File: src/rtl/dram_port_arbiter.sv
// Multi-port arbiter in front of a single synchronous DRAM port.
// Grants one requester per cycle (round-robin or fixed priority), supports
// lock-based ownership, and returns read data tagged back to the issuing port.
module dram_port_arbiter #(
    parameter int unsigned N_PORTS = 3,
    parameter int unsigned ADDR_W  = 16,
    parameter int unsigned DATA_W  = 8,
    parameter int unsigned RD_LAT  = 1,
    parameter int unsigned RR_MODE = 1
) (
    input  logic                        clk_in,
    input  logic                        clear_switch,
    input  logic [N_PORTS-1:0]          req,
    input  logic [N_PORTS-1:0]          lock,
    input  logic [N_PORTS-1:0]          we,
    input  logic [N_PORTS*ADDR_W-1:0]   addr,
    input  logic [N_PORTS*DATA_W-1:0]   wdata,
    output logic [N_PORTS-1:0]          gnt,
    output logic [N_PORTS-1:0]          rvalid,
    output logic [DATA_W-1:0]           rdata,
    output logic [ADDR_W-1:0]           mem_addr,
    output logic [DATA_W-1:0]           mem_wdata,
    output logic                        mem_wren,
    input  logic [DATA_W-1:0]           mem_rdata
);

    localparam int unsigned PTR_W = (N_PORTS > 1) ? $clog2(N_PORTS) : 1;

    typedef enum logic [1:0] {
        StIdle,
        StAccess,
        StLocked
    } state_t;

    state_t              r_state;
    logic [PTR_W-1:0]    r_last;
    logic [PTR_W-1:0]    r_owner;
    logic [N_PORTS-1:0]  r_gnt;
    logic                r_wren;
    logic [ADDR_W-1:0]   r_mem_addr;
    logic [DATA_W-1:0]   r_mem_wdata;
    logic [N_PORTS-1:0]  r_rd_pipe [RD_LAT];

    logic [ADDR_W-1:0]   w_addr_arr  [N_PORTS];
    logic [DATA_W-1:0]   w_wdata_arr [N_PORTS];
    logic [PTR_W-1:0]    w_cand;
    logic                w_arb_found;
    logic [PTR_W-1:0]    w_arb_idx;
    logic                w_lock_hold;
    logic                w_sel_valid;
    logic [PTR_W-1:0]    w_sel_idx;
    logic [N_PORTS-1:0]  w_sel_onehot;
    logic [N_PORTS-1:0]  w_rd_tag;

    // Port index (base + off) modulo N_PORTS.
    function automatic logic [PTR_W-1:0] rot_idx(input logic [PTR_W-1:0] base,
                                                 input int unsigned off);
        int unsigned sum;
        sum = 32'(base) + off;
        sum = sum % N_PORTS;
        return sum[PTR_W-1:0];
    endfunction

    // Unpack the concatenated per-port address and write-data buses.
    always_comb begin
        for (int unsigned i = 0; i < N_PORTS; i++) begin
            w_addr_arr[i]  = addr[i*ADDR_W +: ADDR_W];
            w_wdata_arr[i] = wdata[i*DATA_W +: DATA_W];
        end
    end

    // Pick the winner: round-robin starts just after the last granted port.
    always_comb begin
        w_cand      = '0;
        w_arb_found = 1'b0;
        w_arb_idx   = '0;
        for (int unsigned i = 0; i < N_PORTS; i++) begin
            w_cand = (RR_MODE != 0) ? rot_idx(r_last, i + 1) : PTR_W'(i);
            if (!w_arb_found && req[w_cand]) begin
                w_arb_found = 1'b1;
                w_arb_idx   = w_cand;
            end
        end
    end

    // While the owner keeps lock high, only the owner can be served; an idle
    // owner still keeps the port, so that cycle carries no access.
    always_comb begin
        w_lock_hold  = (r_state == StLocked) && lock[r_owner];
        w_sel_valid  = w_lock_hold ? req[r_owner] : w_arb_found;
        w_sel_idx    = w_lock_hold ? r_owner : w_arb_idx;
        w_sel_onehot = '0;
        w_sel_onehot[w_sel_idx] = w_sel_valid;
    end

    // Arbitration FSM with registered grant and DRAM command outputs.
    always_ff @(posedge clk_in) begin
        if (clear_switch) begin
            r_state     <= StIdle;
            r_last      <= PTR_W'(N_PORTS - 1);
            r_owner     <= '0;
            r_gnt       <= '0;
            r_wren      <= 1'b0;
            r_mem_addr  <= '0;
            r_mem_wdata <= '0;
        end else begin
            r_gnt  <= w_sel_onehot;
            r_wren <= w_sel_valid & we[w_sel_idx];
            if (w_sel_valid) begin
                r_mem_addr  <= w_addr_arr[w_sel_idx];
                r_mem_wdata <= w_wdata_arr[w_sel_idx];
                r_last      <= w_sel_idx;
            end
            if (w_lock_hold) begin
                r_state <= StLocked;
            end else if (w_arb_found && lock[w_arb_idx]) begin
                r_state <= StLocked;
                r_owner <= w_arb_idx;
            end else if (w_arb_found) begin
                r_state <= StAccess;
            end else begin
                r_state <= StIdle;
            end
        end
    end

    // A read is a grant cycle without write enable.
    assign w_rd_tag = r_gnt & ~{N_PORTS{r_wren}};

    // Read-tag shift pipeline: stage RD_LAT-1 lines up with DRAM q.
    always_ff @(posedge clk_in) begin
        if (clear_switch) begin
            for (int k = 0; k < RD_LAT; k++) begin
                r_rd_pipe[k] <= '0;
            end
        end else begin
            r_rd_pipe[0] <= w_rd_tag;
            for (int k = 1; k < RD_LAT; k++) begin
                r_rd_pipe[k] <= r_rd_pipe[k-1];
            end
        end
    end

    assign gnt       = r_gnt;
    assign rvalid    = r_rd_pipe[RD_LAT-1];
    assign rdata     = (|r_rd_pipe[RD_LAT-1]) ? mem_rdata : '0;
    assign mem_addr  = r_mem_addr;
    assign mem_wdata = r_mem_wdata;
    assign mem_wren  = r_wren;

endmodule

File: config.mk
export PLATFORM = sky130hd
export DESIGN_NAME = dram_port_arbiter
export DESIGN_NICKNAME = d
export VERILOG_FILES = /design/src/rtl/dram_port_arbiter.sv
export SDC_FILE = /design/constraint.sdc
export NUM_CORES = 1
export LEC_CHECK = 0
export CAP_MARGIN = 20
export CORE_MARGIN = 4
export CORE_UTILIZATION = 39
export DETAILED_ROUTE_END_ITERATION = 8
export GPL_ROUTABILITY_DRIVEN = 0
export PLACE_DENSITY = 0.93
export SYNTH_ARGS = -nofsm -noshare
export SYNTH_HDL_FRONTEND = slang
export SYNTH_SLANG_ARGS = --single-unit
File: constraint.sdc
create_clock -name clk_in -period 2.9 [get_ports clk_in]
set_input_delay 0.725 -clock clk_in [delete_from_list [all_inputs] [get_ports clk_in]]
set_output_delay 0.725 -clock clk_in [all_outputs]
set_load 0.01 [all_outputs]
==> impl_metrics.tcl, run 1 <==
set metrics [dict create \
    outcome "finished, final reports clean" \
    reg2regPathDepth 9 \
    synthCells 259 \
    nFillCells 452 \
    synth_cell_types 54 \
    critPathLaunchType "input port" \
    antennaDiodeCount 0 \
    critPathMaxFanout 13 \
    setup_ws_ns 0.153 \
    grt_start_max_net_pins 26 \
    dp_cells 469 \
    layout-drive-gt1-share 0.115 \
    tritoncts "yes" \
    root_buffer "clkbuf_8" \
    yosysWarnings 0 \
    clock-sinks 37 \
    port_buffers 129 \
    wl_per_cell_um 15.6 \
    antenna_found_initial 0 \
    cp.arrival_ns 2.88 \
    area_delta_synth_final_pct 71.3 \
    cts_max_path_buffers 2 \
    syn_nets 354 \
    via_per_inst 5.23 \
    rsz0062_at_grt "true" \
    synth_top_area_share 0.324 \
    crit_type "input port to flop" \
    groute.usage.overall 0.206 \
    report.power.total_mw 4.09 \
    synth.largest_area_cell "dfxtp_1" \
    grt_pass1_wl_mm 12.2 \
    max_cap_violations 0 \
    dieArea_um2 7150 \
    layoutNonFillerInstCount 479 \
    initial_core_util 0.408 \
    async_flop_share 0 \
    critPathCaptureType "flop" \
    fin_crit_sh 0.947 \
    clkTransAtPathRegs_ns 0.06 \
    cp.required_ns 3.03 \
    relSlewSlack 0.576 \
    min-delay-path-class "flop to flop" \
    first_pass_iters 4 \
    fmax_ghz 0.364 \
    ant_nets 0 \
    final_hold_viol_count 0 \
    clock_latency_ns 0.27 \
    yosys_register_bits 37 \
    hold_depth 2 \
    slew_violations 0 \
    io_pins 130 \
    final.min_clock_period_ns 2.75 \
    ir_worst_vdd_mv 0.784 \
    p_per_area_nw_per_um2 1040 \
    numCtsBuffers 5 \
    synthFlopType "dfxtp_1" \
    coreArea_um2 5610 \
    synth_edf_count 0 \
    die_w_um 84.6 \
    synth.top_cells.by_area "dfxtp_1, mux2i_1, o221ai_1" \
    finalSetupViolCount 0 \
    skew_ns 0.00539 \
    p_leak_nw 1.63 \
    post-place-ws_ns -0.355 \
    worst_pin_slew_ns 0.632 \
    drtIter0Drc 148 \
    fp.dieH_um 84.6 \
    grt_pass1_vias 2597 \
    drc_errors 0 \
    grt_overflow 0 \
    synth.avg_cell_area_um2 8.83 \
    synth.yosys.seq_area_share 0.324 \
    num_rows 27 \
    vias 2507 \
    dpl.hpwl_mm 6.13 \
    wirelength_mm 7.46 \
    fin_nets 501 \
    synth_area_um2 2290 \
    htree_levels 2 \
]
-- layout make-up --
| cell class | count | area, um2 | area share |
|---|---|---|---|
| Timing Repair Buffer | 154 | 1520 | 0.387 |
| Multi-Input combinational cell | 176 | 1330 | 0.340 |
| Sequential cell | 37 | 741 | 0.189 |
| Inverter | 32 | 120 | 0.0307 |
| Tap cell | 72 | 90.1 | 0.0230 |
| Clock buffer | 7 | 86.3 | 0.0220 |
| Clock inverter | 1 | 30.0 | 0.00767 |
-- cell families after synthesis --
kind of cell	synth area share
simple gates	0.176
compound gates	0.232
mux	0.146
fa+ha+maj	0.0219
buf+inv	0.100
flops	0.324
-- synthesized netlist by cell type, types with 3 or more instances --
cell      instances
dfxtp_1          37
buf_2             6
a21oi_1           4
nor3_1            3
nor2_1            8
o21a_1            5
and2_1            4
nand3b_1          3
inv_1            32
ha_1              4
mux2i_1          27
o221ai_1         23
nor2b_1          14
buf_6             5
o21ai_0           3
nand2_1          34
-- critical path, stage by stage --
cell and delay (ns):
clkdlybuf4s50_1 0.52, mux2i_1 0.30, o21bai_1 0.13, or3_4 0.41, o211a_1 0.20, o21ai_4 0.40, o221ai_1 0.19
-- cells in the final DEF (no fill, tap or decap), types with 4 or more instances in the layout --
cell / instances
a21oi_1: 4
clkdlybuf4s50_1: 129
inv_1: 32
o21a_1: 5
nand2_1: 34
o221ai_1: 23
nor2_1: 8
mux2i_1: 27
and2_1: 4
buf_4: 22
dfxtp_1: 37
ha_1: 4
nor2b_1: 14
clkbuf_8: 6
-- per-stage QoR --
| stage | TNS, ns | hold WS [ns] | area, um2 | utilization |
|---|---|---|---|---|
| after global routing | -0.0166 | 0.481 | 3920 | 0.698 |
| final | 0 | 0.461 | 3920 | 0.698 |
| after detailed placement | -8.06 | 0.453 | 3760 | 0.671 |
| after CTS | 0 | 0.465 | 3890 | 0.693 |
| after floorplan | 0 | 0.491 | 2290 | - |
| after global placement | -5.94 | 0.436 | 3760 | 0.671 |
-- final timing paths --
| path | startpoint | endpoint | slack, ns |
|---|---|---|---|
| setup / recovery | req[1] | mem_addr[6] | 0.15 |
| hold / removal | mem_addr[4] | mem_addr[4] | 0.46 |
| setup reg to reg | r_last[0] | mem_wren | 0.23 |
| hold reg to reg | mem_addr[4] | mem_addr[4] | 0.46 |
-- registers in the layout (all words and copies together), names as in the netlist --
| register | cells |
|---|---|
| r_last | 2 |
| mem_wdata | 8 |
| r_owner | 2 |
| mem_addr | 16 |
| r_state | 2 |
| gnt | 3 |
| r_rd_pipe | 3 |
| mem_wren | 1 |
-- routing by layer --
metal  routed length [um]  up-vias  track usage
met1                 2650     1148        0.225
met4                  158        0       0.0576
li1                     -     1218            -
met5                    0        -            0
met3                  707       18       0.0648
met2                 3950      123        0.381
-- report_power, final --
part | switching [mW] | total (mW) | internal, mW
registers | 0.120 | 0.830 | 0.710
clock network | 0.163 | 0.443 | 0.280
logic | 1.36 | 2.82 | 1.46
total | 1.64 | 4.09 | 2.45
-- what timing repair did --
item | in CTS | in global routing
pin swaps | 1 | 1
hold buffers | 0 | 0
setup buffers | 0 | 1
hold endpoints to repair | 0 | 0
setup endpoints to repair | 22 | 15
gates cloned | 1 | 0
resized for setup | 0 | 1
(Power assumes the default switching activity.)
==> run 2, diff against run 1 <==
Settings changed: GPL_TIMING_DRIVEN set to 1, RECOVER_POWER set to 25, REMOVE_ABC_BUFFERS set to 1.
==> run 2 against run 1 <==
Effect of this change: power is 6.0% lower; largest cell class unchanged; sequential share of layout area is 0.54 points higher; count of clock-buffer cells in the layout is 1 lower; combinational power is 5% lower; global-route usage is 1.2 points lower; cell count is 2.1% lower; clock skew hardly changed; register-to-register slack better by 0.06 ns; clock power is 22% lower; core utilization is 1.9 points lower; first-iteration DRC count is 8.1% higher.
==> impl_metrics.tcl, run 2 (same netlist as run 1, synthesis figures left out) <==
set metrics [dict create \
    largest_register_ffs 16 \
    worst_pin_slew_ns 0.753 \
    via_per_inst 5.22 \
    cp.arrival_ns 2.85 \
    root_buffer "clkbuf_8" \
    cp.required_ns 3.08 \
    drtIter0Drc 160 \
    area_delta_synth_final_pct 66.6 \
    grt_pass1_vias 2507 \
    fmax_ghz 0.374 \
    grt_pass1_wl_mm 11.5 \
    groute.usage.overall 0.194 \
    final.min_clock_period_ns 2.67 \
    critPathLaunchType "input port" \
    drc_errors 0 \
    cts_resized 0 \
    dpl.hpwl_mm 5.86 \
    max_cap_violations 0 \
    vias 2449 \
    setup_tns_ns 0 \
    reg2regPathDepth 9 \
    critPathMaxFanout 4 \
    antenna_found_initial 0 \
    skew_ns 0.00586 \
    fin_crit_sh 0.921 \
    mostFrequentLayoutCell "clkdlybuf4s50_1" \
    num_rows 27 \
    clock_latency_ns 0.29 \
    fp.dieH_um 84.6 \
    min-delay-path-class "flop to flop" \
    hold_depth 1 \
    dieArea_um2 7150 \
    initial_core_util 0.408 \
    p_leak_nw 1.61 \
    relSlewSlack 0.494 \
    cts_max_path_buffers 2 \
    finalSetupViolCount 0 \
    antennaDiodeCount 0 \
    crit_type "input port to flop" \
    wirelength_mm 7.19 \
    ir_worst_vdd_mv 0.694 \
    grt_start_max_net_pins 26 \
    clock-sinks 37 \
    cts_setup_buffers 0 \
    final_hold_viol_count 0 \
    layout_common_cells "clkdlybuf4s50_1, dfxtp_1, nand2_1, inv_1, mux2i_1" \
    clkTransAtPathRegs_ns 0.07 \
    die_w_um 84.6 \
    critPathCaptureType "flop" \
    rsz0062_at_grt "false" \
    coreArea_um2 5610 \
    numCtsBuffers 5 \
    slew_violations 0 \
    tritoncts "yes" \
    finalInstanceArea_um2 3810 \
    io_pins 130 \
    report.power.total_mw 3.85 \
    layout-drive-gt1-share 0.0907 \
    htree_levels 2 \
    p_per_area_nw_per_um2 1010 \
    fin_nets 491 \
    whs_ns 0.453 \
    wl_per_cell_um 15.3 \
    grt_overflow 0 \
    postCtsHoldBufs 0 \
    placed_cell_area_um2 3730 \
    outcome "finished, final reports clean" \
    ant_nets 0 \
    port_buffers 129 \
    first_pass_iters 4 \
]
[run 2: routing by layer]
| layer | share of wire | track usage |
|---|---|---|
| met5 | 0 | 0 |
| met3 | 0.089 | 0.0589 |
| met1 | 0.38 | 0.207 |
| met2 | 0.52 | 0.372 |
| met4 | 0.012 | 0.0417 |
[run 2: area by class of cell]
| cell class | count | area (um2) |
|---|---|---|
| repair buffers | 145 | 1460 |
| fillers | 437 | 1800 |
| inverters | 32 | 120 |
| clock buffers | 6 | 72.6 |
| multi-input cells | 175 | 1320 |
| clock inverters | 2 | 10.0 |
| flip-flops and latches | 37 | 741 |
| well taps | 72 | 90.1 |
[run 2: path summary, 6_finish.rpt]
path / startpoint / to / slack [ns]
setup reg to reg: r_last[0] / mem_addr[3] / 0.29
hold / removal: gnt[1] / r_rd_pipe[0][1] / 0.45
hold reg to reg: gnt[1] / r_rd_pipe[0][1] / 0.45
setup / recovery: req[0] / r_owner[0] / 0.23
[run 2: critical path, cell delays in order]
cell and delay [ns]:
clkdlybuf4s50_1 0.50, mux2_4 0.32, a21bo_1 0.23, a211oi_2 0.36
nor2_1 0.14, o211ai_1 0.22, mux2_2 0.36
[run 2: per-stage QoR]
| step | instances | worst slack (ns) | util |
|---|---|---|---|
| finish | 469 | 0.229 | 0.679 |
| global route | 469 | 0.0948 | 0.679 |
| CTS | 469 | 0.237 | 0.680 |
| detailed placement | 461 | -0.0598 | 0.665 |
| global placement | 461 | 0.0291 | 0.665 |
| floorplan | 244 | -0.110 | - |
[run 2: power breakdown]
group	total, mW	leakage, nW	switching, mW	internal (mW)
combinational	2.67	1.26	1.30	1.38
clock	0.344	0.0450	0.178	0.166
sequential	0.829	0.306	0.119	0.710
==> run 3, diff against run 2 <==
Settings changed: CORE_UTILIZATION 39 to 41, MAX_ROUTING_LAYER set to met4, PLACE_DENSITY 0.93 to 0.95.
Clock period 2.9 ns to 3.3 ns, I/O delays scaled along.
==> run 3 against run 2 <==
Effect of this change: via count down 1.9%; count of clock-buffer cells in the layout up 1; hold slack better by 0.011 ns; clock power up 18%; worst setup slack better by 0.21 ns; core utilization up 3.1 points; critical path depth up 1; non-clock buffer count down 10; routed wire length down 0.86%; combinational power down 16%.
==> impl_metrics.tcl, run 3 (same netlist as run 1, synthesis figures left out) <==
set metrics [dict create \
    antennaDiodeCount 0 \
    setup_tns_ns 0 \
    slowest_stage "clkdlybuf4s50_1" \
    grt_use_met1 0.230 \
    drtIter0Drc 141 \
    reg2reg_from "r_last[0]" \
    utilization 0.710 \
    antenna_found_initial 0 \
    max_cap_violations 0 \
    final.min_clock_period_ns 2.86 \
    reg2regPathDepth 9 \
    grt_util_met2 0.369 \
    path_cells "clkdlybuf4s50_1 -> mux2_4 -> a21bo_1 -> a211oi_2 -> nor3_2 -> o21ai_4 -> buf_4 -> o221ai_1" \
    layout_common_cells "clkdlybuf4s50_1, dfxtp_1, nand2_1, inv_1, mux2i_1" \
    postCtsHoldBufs 0 \
    critical-path-max-stage-delay_ns 0.55 \
    min-delay-path-class "flop to flop" \
    met3_usage 0.0705 \
    fp.dieH_um 82.7 \
    via_per_inst 5.26 \
    layout-drive-gt1-share 0.0698 \
    grt_pass1_vias 2393 \
    largest_register_ffs 16 \
    root_buffer "clkbuf_8" \
    die_w_um 82.7 \
    critPathTopFamily "compound AO/OA/AOI/OAI gates" \
    numCtsBuffers 5 \
    regToRegSetupSlack_ns 0.73 \
    vias 2403 \
    port_buffers 129 \
    min_from "gnt[1]" \
    worst_pin_slew_ns 0.723 \
    report.power.total_mw 3.37 \
    setup_ws_ns 0.437 \
    tritoncts "yes" \
    mostFrequentLayoutCell "clkdlybuf4s50_1" \
    nFillCells 434 \
    fin_crit_sh 0.868 \
    ir_worst_vdd_mv 0.464 \
    critPathCaptureType "flop" \
    cts_resized 0 \
    io_pins 130 \
    fin_nets 481 \
    crit_type "input port to flop" \
    dieArea_um2 6830 \
    p_leak_nw 1.57 \
    htree_levels 2 \
    wl_per_cell_um 15.6 \
    grt_pass1_wl_mm 10.9 \
    groute.usage.overall 0.212 \
    num_rows 26 \
    placed_cell_area_um2 3630 \
    coreArea_um2 5270 \
    busiest_layer "met2" \
    clock_latency_ns 0.28 \
    grt_overflow 0 \
    clock-sinks 37 \
    skew_ns 0.00728 \
    grt_start_max_net_pins 27 \
    r2r-end "mem_addr[0]" \
    cp.arrival_ns 3.02 \
    area_delta_synth_final_pct 63.7 \
    cp.required_ns 3.46 \
    rsz0062_at_grt "false" \
    slew_violations 0 \
    outcome "finished, final reports clean" \
    wirelength_mm 7.13 \
    first_pass_iters 4 \
    hold_depth 1 \
    cts_max_path_buffers 2 \
    post-place-ws_ns 0.171 \
    initial_core_util 0.434 \
    finalSetupViolCount 0 \
    critPathMaxFanout 17 \
    min_to "r_rd_pipe[0][1]" \
    final_hold_viol_count 0 \
    clkTransAtPathRegs_ns 0.07 \
    critPathLaunchType "input port" \
    relSlewSlack 0.514 \
    drc_errors 0 \
    ant_nets 0 \
    critPathBufInv 2 \
    p_per_area_nw_per_um2 900 \
    fmax_ghz 0.349 \
    dpl.hpwl_mm 5.79 \
    finalInstanceArea_um2 3740 \
    cts_setup_buffers 0 \
]
==> run 3: changes by cell type in the layout (fill, tap and decap cells not counted) <==
| cell | delta |
|---|---|
| and2_0 | +1 |
| and2_1 | -1 |
| clkinv_2 | -2 |
| clkbuf_1 | -1 |
| buf_4 | -7 |
| clkbuf_8 | +1 |
| bufinv_16 | +1 |
| buf_12 | -2 |
==> run 3: how the worst max path moves through the flow <==
stage	start	to	slack, ns	cells after the start
2_1_floorplan	r_last[0]	mem_wren	0.29	8
3_3_place_gp	req[1]	mem_addr[15]	0.24	8
3_5_place_dp	req[0]	mem_wdata[5]	0.17	8
4_1_cts	req[0]	mem_addr[0]	0.46	8
5_1_grt	req[1]	mem_addr[0]	0.33	8
6_report	req[0]	mem_addr[0]	0.44	8
==> run 3: layout make-up <==
class	count	area, um2	share of cell area
multi-input cells	175	1320	0.352
well taps	70	87.6	0.0234
repair buffers	135	1360	0.364
inverters	32	120	0.0321
clock buffers	7	86.3	0.0231
flip-flops and latches	37	741	0.198
clock inverters	1	30.0	0.00802
==> run 3: layer usage <==
metal,part of all wire,routed length (um),vias up
met3,0.096,686,10
met2,0.50,3590,119
met1,0.39,2750,1097
met5,0,0,-
met4,0.014,101,0
li1,-,-,1177
==> run 3: worst reg2reg max path, delay by kind of cell, from the launching register on <==
family | cells | cell delay [ns]
AO/OA/AOI/OAI | 4 | 0.96
adder cells (fa/ha/maj) | 1 | 0.42
flip-flops | 1 | 0.38
AND/OR/NAND/NOR | 2 | 0.38
buffers and inverters | 2 | 0.32
==> run 3: report_power, final <==
group / leakage, nW / total [mW] / internal, mW / switching [mW]
Combinational: 1.21 / 2.23 / 1.12 / 1.11
Sequential: 0.306 / 0.729 / 0.624 / 0.106
Clock: 0.0585 / 0.406 / 0.246 / 0.160
Total: 1.57 / 3.37 / 1.99 / 1.38
==> run 3: per-stage QoR <==
stage | cells | hold slack [ns]
3_5_place_dp | 449 | 0.446
6_report | 457 | 0.463
5_1_grt | 457 | 0.494
3_3_place_gp | 449 | 0.437
2_1_floorplan | 244 | 0.483
4_1_cts | 457 | 0.470
